[src/rtl/riscv_pkg.sv]
// Shared types and constants for the memory arbiter slice: FSM states,
// transaction owner encoding and the default abort timeout.
package riscv_pkg;

    typedef enum logic [1:0] {
        IDLE    = 2'd0,
        IF_BUSY = 2'd1,
        D_BUSY  = 2'd2
    } arb_state_t;

    typedef enum logic {
        OWNER_IF = 1'b0,
        OWNER_D  = 1'b1
    } owner_t;

    localparam int DEFAULT_TIMEOUT = 255;

    // Width needed to hold 0..limit; a disabled (zero) limit still gets one bit.
    function automatic int timer_width(input int limit);
        return (limit < 1) ? 1 : $clog2(limit + 1);
    endfunction

endpackage

[src/rtl/mem_arb_timer.sv]
// Watchdog for an outstanding memory request. Counts cycles in which the
// request is pending without a ready, clears on every new grant and
// saturates at TIMEOUT. expire fires in the cycle whose edge would bring the
// count to TIMEOUT, so the arbiter can abort on that same edge. A ready in
// that cycle wins and suppresses expire. TIMEOUT = 0 disables the watchdog.
module mem_arb_timer
    import riscv_pkg::*;
#(
    parameter int TIMEOUT = DEFAULT_TIMEOUT
) (
    input  logic clk,
    input  logic rst_n,
    input  logic clear,
    input  logic active,
    input  logic ready,
    output logic expire
);

    localparam int CW = timer_width(TIMEOUT);
    localparam logic [CW-1:0] LIMIT = CW'(TIMEOUT);
    localparam logic ENABLED = (TIMEOUT != 0);

    logic [CW-1:0] count;
    logic          stalled;

    assign stalled = active && !ready;

    // Saturating stall counter, restarted whenever a new transaction is granted.
    always_ff @(posedge clk or negedge rst_n) begin
        if (!rst_n) begin
            count <= '0;
        end else if (clear) begin
            count <= '0;
        end else if (stalled && (count != LIMIT)) begin
            count <= count + CW'(1);
        end
    end

    // Abort request: this stalled cycle is the one that reaches the limit.
    always_comb begin
        expire = 1'b0;
        if (ENABLED && stalled && (count == (LIMIT - CW'(1)))) begin
            expire = 1'b1;
        end
    end

endmodule

[src/rtl/mem_arbiter.sv]
// Two-requester memory arbiter: instruction fetch and data port share one
// memory interface with at most one transaction outstanding. Grants are
// combinational in IDLE, the memory request is registered, and completion
// is reported with a one-cycle rvalid pulse to the owner.
// Build option: define MEM_ARB_RR_EN to arbitrate simultaneous requests
// round-robin instead of the default fixed data-over-fetch priority.
module mem_arbiter
    import riscv_pkg::*;
#(
    parameter int TIMEOUT = DEFAULT_TIMEOUT
) (
    input  logic        clk,
    input  logic        rst_n,
    input  logic        if_req,
    input  logic [31:0] if_addr,
    output logic        if_gnt,
    output logic        if_rvalid,
    output logic [31:0] if_rdata,
    input  logic        d_req,
    input  logic        d_we,
    input  logic [31:0] d_addr,
    input  logic [31:0] d_wdata,
    input  logic [3:0]  d_wstrb,
    output logic        d_gnt,
    output logic        d_rvalid,
    output logic [31:0] d_rdata,
    output logic        mem_req,
    output logic        mem_we,
    output logic [31:0] mem_addr,
    output logic [31:0] mem_wdata,
    output logic [3:0]  mem_wstrb,
    input  logic        mem_ready,
    input  logic [31:0] mem_rdata,
    output logic        busy,
    output logic        err_timeout
);

    arb_state_t state;
    arb_state_t next_state;
    logic       data_wins;
    logic       expire;
    logic       done;
    logic       completed;

    assign busy      = (state != IDLE);
    assign done      = busy && (mem_ready || expire);
    assign completed = busy && mem_ready;

`ifdef MEM_ARB_RR_EN
    owner_t last_owner;

    // Contention decision: the requester that lost the last contested round wins.
    always_comb begin
        data_wins = 1'b0;
        if (d_req) begin
            data_wins = !if_req || (last_owner == OWNER_IF);
        end
    end

    // Remember the winner of each contested arbitration; reset favours data first.
    always_ff @(posedge clk or negedge rst_n) begin
        if (!rst_n) begin
            last_owner <= OWNER_IF;
        end else if ((state == IDLE) && if_req && d_req) begin
            last_owner <= data_wins ? OWNER_D : OWNER_IF;
        end
    end
`else
    // Contention decision: data always beats fetch.
    always_comb begin
        data_wins = d_req;
    end
`endif

    mem_arb_timer #(
        .TIMEOUT (TIMEOUT)
    ) u_timer (
        .clk    (clk),
        .rst_n  (rst_n),
        .clear  (if_gnt || d_gnt),
        .active (mem_req),
        .ready  (mem_ready),
        .expire (expire)
    );

    // FSM state register.
    always_ff @(posedge clk or negedge rst_n) begin
        if (!rst_n) begin
            state <= IDLE;
        end else begin
            state <= next_state;
        end
    end

    // Next-state and grant logic; grants only ever appear in IDLE.
    always_comb begin
        next_state = state;
        if_gnt     = 1'b0;
        d_gnt      = 1'b0;
        case (state)
            IDLE: begin
                if (data_wins) begin
                    d_gnt      = 1'b1;
                    next_state = D_BUSY;
                end else if (if_req) begin
                    if_gnt     = 1'b1;
                    next_state = IF_BUSY;
                end
            end
            IF_BUSY, D_BUSY: begin
                if (mem_ready || expire) begin
                    next_state = IDLE;
                end
            end
            default: begin
                next_state = IDLE;
            end
        endcase
    end

    // Capture the granted payload and hold mem_req until completion or abort.
    always_ff @(posedge clk or negedge rst_n) begin
        if (!rst_n) begin
            mem_req   <= 1'b0;
            mem_we    <= 1'b0;
            mem_addr  <= '0;
            mem_wdata <= '0;
            mem_wstrb <= '0;
        end else if (d_gnt) begin
            mem_req   <= 1'b1;
            mem_we    <= d_we;
            mem_addr  <= d_addr;
            mem_wdata <= d_wdata;
            mem_wstrb <= d_wstrb;
        end else if (if_gnt) begin
            mem_req   <= 1'b1;
            mem_we    <= 1'b0;
            mem_addr  <= if_addr;
            mem_wdata <= '0;
            mem_wstrb <= 4'b0000;
        end else if (done) begin
            mem_req   <= 1'b0;
        end
    end

    // One-cycle completion pulse to whichever port owned the transaction.
    always_ff @(posedge clk or negedge rst_n) begin
        if (!rst_n) begin
            if_rvalid <= 1'b0;
            d_rvalid  <= 1'b0;
        end else begin
            if_rvalid <= done && (state == IF_BUSY);
            d_rvalid  <= done && (state == D_BUSY);
        end
    end

    // Read data capture; an aborted read returns zero, stores leave d_rdata alone.
    always_ff @(posedge clk or negedge rst_n) begin
        if (!rst_n) begin
            if_rdata <= '0;
            d_rdata  <= '0;
        end else if (state == IF_BUSY) begin
            if (completed) begin
                if_rdata <= mem_rdata;
            end else if (expire) begin
                if_rdata <= '0;
            end
        end else if ((state == D_BUSY) && !mem_we) begin
            if (completed) begin
                d_rdata <= mem_rdata;
            end else if (expire) begin
                d_rdata <= '0;
            end
        end
    end

    // Sticky timeout flag, cleared only by reset.
    always_ff @(posedge clk or negedge rst_n) begin
        if (!rst_n) begin
            err_timeout <= 1'b0;
        end else if (busy && expire) begin
            err_timeout <= 1'b1;
        end
    end

endmodule
[config.mk]
export PLATFORM = sky130hd
export DESIGN_NAME = mem_arbiter
export DESIGN_NICKNAME = d
export VERILOG_FILES = /design/src/rtl/riscv_pkg.sv /design/src/rtl/mem_arb_timer.sv /design/src/rtl/mem_arbiter.sv
export SDC_FILE = /design/constraint.sdc
export NUM_CORES = 1
export LEC_CHECK = 0
export ABC_CLOCK_PERIOD_IN_PS = 2300
export BUFFER_PORTS_ARGS = -buffer_cell sky130_fd_sc_hd__buf_2
export CAP_MARGIN = 5
export CORE_MARGIN = 8
export CORE_UTILIZATION = 45
export CTS_CLUSTER_SIZE = 40
export DETAILED_ROUTE_END_ITERATION = 7
export PLACE_DENSITY_LB_ADDON = 0.1
export RECOVER_POWER = 25
export SETUP_SLACK_MARGIN = 0.02
export SLEW_MARGIN = 20
export SYNTH_ARGS = -nofsm -noshare
export SYNTH_HDL_FRONTEND = slang
export SYNTH_SLANG_ARGS = --single-unit
[constraint.sdc]
create_clock -name clk -period 2.3 [get_ports clk]
set_input_delay 0.23 -clock clk [delete_from_list [all_inputs] [get_ports clk]]
set_output_delay 0.23 -clock clk [all_outputs]
set_load 0.005 [all_outputs]
# Word-level counts from Yosys, hierarchy flattened
# Index checks and enable logic that the tools add are counted.
# classes
add_sub_neg,1
n_eq_ne,6
mux,25
n_bitwise,1
reduce_logical,23
# op_table
cell,count
$mux 32,6
$mux 8,2
$mux 1,11
$logic_and 1x1->1,9
$add 8x1->8 const B,1
$eq 8x8->1 const B,1
$mux 4,2
$ne 8x8->1 const B,1
$reduce_bool 2->1,4
$mux 2,3
$pmux 2 s2,1
$reduce_and 2->1,2
$ne 3x3->1 const B,1
$reduce_and 3->1,1
$reduce_bool 3->1,1
$eq 2x1->1 const B,1
$eq 2x2->1 const B,1
$logic_not 1->1,2
$logic_not 2->1,1
$logic_or 1x1->1,2
$ne 2x2->1 const B,1
$reduce_or 2->1,1
$not 1->1,1
# totals
reg_bits,147
wordCells,68

# Longest topological paths before layout
# logic_depth
depth_word,9
ltp_mapped,9
ltp_nobuf,6

# By module
# A second synthesis with hierarchy kept.
# hier_totals
cells_unflattened,558
area_unflattened_um2,5990.7
# modules_own_cells
mod,n_inst,cells_per_inst,area_each_um2,seq_area_each_um2
mem_arbiter,1,512,5527.8,3478.3
mem_arb_timer,1,46,462.9,200.2

# Least setup slack after synthesis
# Ideal clock, no wire load.
# synth_timing
path_kind,reg2reg
startpoint,register state[1]
endpoint,register d_rdata[1]
setup_ps,121
arrival_ps,1585
required_time_ps,2179
path_slack_ps,594
stages_incl_launch_ff,7
synth_period_minus_slack_ps,1706
cell_sequence,dfrtp_1 > inv_1 > ha_1 > or3b_4 > nor4_4 > buf_6 > o21ai_2
# synth_between
elab_chain_cells,4
elab_cells_between_ends,9
# synth_lines
item,line_no,text
start: declaration,mem_arbiter.sv:38,arb_state_t state;
start signal: assignment,mem_arbiter.sv:91,state <= next_state;
$reduce_bool 2->1,mem_arbiter.sv:45,assign busy = (state != IDLE);
$logic_and 1x1->1,mem_arbiter.sv:47,assign completed = busy && mem_ready;
$reduce_bool 2->1 (no source line),--,
$reduce_and 3->1 (no source line),--,
end signal: assignment,mem_arbiter.sv:170,d_rdata <= mem_rdata;
end: declaration,mem_arbiter.sv:26,"output logic [31:0] d_rdata,"
# Several ways; a longest one is shown, not always the timed one.
# A chain may end at the register's enable or synchronous reset.

# Worst setup path after layout
# layout_timing
startpoint,register state[0]
endpoint,output if_gnt
# layout_between
elab_chain_cells,2
# layout_lines
item,line_no,text
$logic_not 2->1,mem_arbiter.sv:100,case (state)
$mux 1,mem_arbiter.sv:100,
end: declaration,mem_arbiter.sv:16,"output logic if_gnt,"
# No other way between the ends.

==> results.json <==
{
  "max_slew_margin": 0.08019,
  "synth_seq_area_share": 0.5392,
  "fin_util": 0.6324,
  "via_count": 6391,
  "internal_power_mw": 7.324,
  "syn-cell-area_um2": 6823,
  "cts_buffer_depth": 2,
  "pin_count": 278,
  "synth_most_common_cell": "nand2_1",
  "grt_overflow_total": 0,
  "ys_async_sr_fraction": 1.000,
  "worstMarginPinSlew_ps": 1380,
  "hpwlAfterDp_mm": 14.93,
  "place.gp.congestion": 0.8098,
  "cts_setup_buffers": 0,
  "clock_latency_ps": 420,
  "min_period_ps": 2066,
  "synth_nets": 859,
  "clock_skew_ps": 8.067,
  "start_kind": "register",
  "syn_area_per_cell_um2": 9.529,
  "worstPathRequired_ps": 2070,
  "grt_pass1_vias": 6736,
  "p_per_area_nw_per_um2": 1212,
  "netlist_top_cells_area": "dfrtp_1, nand2_1, o21ai_0",
  "root_buffer": "clkbuf_16",
  "vdd_drop_max_uv": 646.9,
  "totalNegativeSetupSlack_ps": 0,
  "antenna_found_initial": 3,
  "die_y_um": 139.1,
  "yosysTopAreaCell": "dfrtp_1",
  "critPathMaxFanout": 51,
  "rsz0062_at_grt": "no",
  "drive_gt1_frac": 0.3459,
  "reg2reg_setup_slack_ps": 490,
  "endpoint_kind": "output port",
  "cts_resized": 0,
  "viasPerCell": 5.221,
  "drt_iter0_drc": 444,
  "grt_pass1_wl_mm": 35.65,
  "cts_tree": "done",
  "p_sw_frac": 0.3642,
  "detail_route.wl_per_cell_um": 17.72,
  "fmax_mhz": 483.9,
  "pwr-share-clk": 0.248,
  "status": "finished clean",
  "start_util": 0.4538,
  "yosysWarningCount": 0,
  "rows": 45,
  "setup_ws_ps": 233.5,
  "synthCells": 716,
  "clkTransAtPathRegs_ps": 60,
  "yosysTopAreaCellShare": 0.5392,
  "setup_viol": 0,
  "place_area_um2": 8403,
  "slew_viol_final": 0,
  "grt_start_max_net_pins": 66,
  "pwr-share-comb": 0.383,
  "synth_flop_cell": "dfrtp_1",
  "postRouteWirelength_mm": 21.69,
  "power_frac_seq": 0.369,
  "ys_ff_latch": 147,
  "synth_edf_count": 0,
  "switching_power_mw": 4.196,
  "final_area_um2": 9507,
  "synth_common_cells": "nand2_1, dfrtp_1, o21ai_0, nand3_1, mux2i_1",
  "synth_cell_types": 44,
  "hold_viol": 0,
  "cts_sinks": 147,
  "syn_to_final_growth_pct": 39.34,
  "stdcell_count": 1224,
  "die_width_um": 139.1,
  "drv_cap": 0,
  "leakage_nw": 4.840,
  "layout.nets": 1165,
  "drtAntennaViolNets": 0,
  "hp-class": "input pin to register",
  "drc": 0,
  "path_class": "register to output port",
  "dpl_worst_slack_ps": 481.7,
  "core_area_um2": 15030,
  "cts_buffers": 17,
  "dp.cells": 1141,
  "grtUsageTotal": 0.2277,
  "die-area_um2": 19360,
  "arrival_ps": 1840,
  "first_pass_iters": 5,
  "h-tree-depth": 4,
  "finalCritPeriodShare": 0.8985,
  "portBuffers": 277
}
what timing repair did:
item | 4_1_cts | 5_1_grt
hold buffers | 50 | 0
endpoints found under the hold margin | 99 | 0
endpoints found under the setup margin | 0 | 0
power groups by stage:
stage          Sequential, mW  Clock (mW)  Combinational [mW]
6_report                 4.26        2.86                4.41
5_1_grt                  4.39        3.03                4.97
4_1_cts                  4.25        2.91                4.47
3_5_place_dp             4.25           0                4.41
3_3_place_gp             4.28           0                4.29
2_1_floorplan            4.29           0                2.30
placed cells by master, fill, tap and decap left out, types with 2 or more instances in the layout:
cell type and instances:
clkinvlp_4 2, o21ai_0 105, nor2_1 3, o311a_1 2, ha_1 4, nand2_1 151, buf_2 276, nand4_1 2
clkbuf_8 2, nor3_1 3, clkbuf_2 2, nand2b_1 6, and3_1 2, inv_1 6, buf_12 6, a211oi_1 2
bufinv_16 3, mux2i_1 38, dfrtp_1 147, clkbuf_16 17, clkinv_4 2, a31oi_1 32, nor2b_1 33, nand3b_1 2
nor3b_1 2, buf_4 12, o21ai_2 20, dlygate4sd3_1 50, o21ai_1 4, clkinv_2 5, nand3_1 70
per-stage QoR:
stage	hold slack, ps	power [mW]
2_1_floorplan	-65.59	6.592
3_3_place_gp	228.4	8.565
3_5_place_dp	222.2	8.658
4_1_cts	0.2533	11.64
5_1_grt	3.552	12.38
6_report	10.22	11.52
critical path: stages (launching register included):
cell	delay, ps
dfrtp_1	370
inv_1	80
ha_1	280
nand3b_1	190
buf_12	290
inv_1	60
buf_2	130
routing by layer:
layer | vias to the layer above | part of all wire | global-route usage
met3 | 25 | 0.087 | 0.09432
li1 | 3091 | - | -
met4 | 4 | 0.013 | 0.06412
met5 | - | 0.0012 | 0
met1 | 3015 | 0.42 | 0.2713
met2 | 256 | 0.48 | 0.3713
logic make-up after synthesis:
family,count (synthesis),share of synthesized area
buffers and inverters,66,0.04530
adders and majority gates,5,0.009169
DFF,147,0.5392
muxes,38,0.05575
AOI/OAI and AO/OA,176,0.1531
and+or+nand+nor,284,0.1975
final timing paths:
| check | start | end | cells after the start |
|---|---|---|---|
| worst max-delay path | state[0]$_DFFE_PN0P_ | if_gnt | 6 |
| worst min-delay path | d_addr[31] | mem_addr[31]$_DFFE_PN0N_ | 3 |
| worst max register to register | state[1]$_DFFE_PN0P_ | d_rdata[21]$_DFFE_PN0P_ | 7 |
| worst min register to register | err_timeout$_DFFE_PN0P_ | err_timeout$_DFFE_PN0P_ | 1 |
| max in group asynchronous | rst_n | d_rdata[18]$_DFFE_PN0P_ | 3 |
| min in group asynchronous | rst_n | if_rdata[26]$_DFFE_PN0P_ | 2 |
sequential cells by signal, indices dropped and copies added (netlist names):
signal         count
d_rdata           32
if_rdata          32
mem_addr          32
mem_wdata         32
u_timer.count      8
mem_wstrb          4
state              2
d_rvalid           1
err_timeout        1
if_rvalid          1
mem_req            1
mem_we             1
cell type report:
class / instances / area, um2
well taps: 188 / 235.2
repair buffers: 346 / 2102
inverters: 7 / 26.28
fillers: 1250 / 5527
multi-input cells: 503 / 2853
diodes: 1 / 2.502
clock buffers: 19 / 452.9
clock inverters: 13 / 156.4
flip-flops and latches: 147 / 3679
Note: power is estimated with default switching activity, not from simulation.
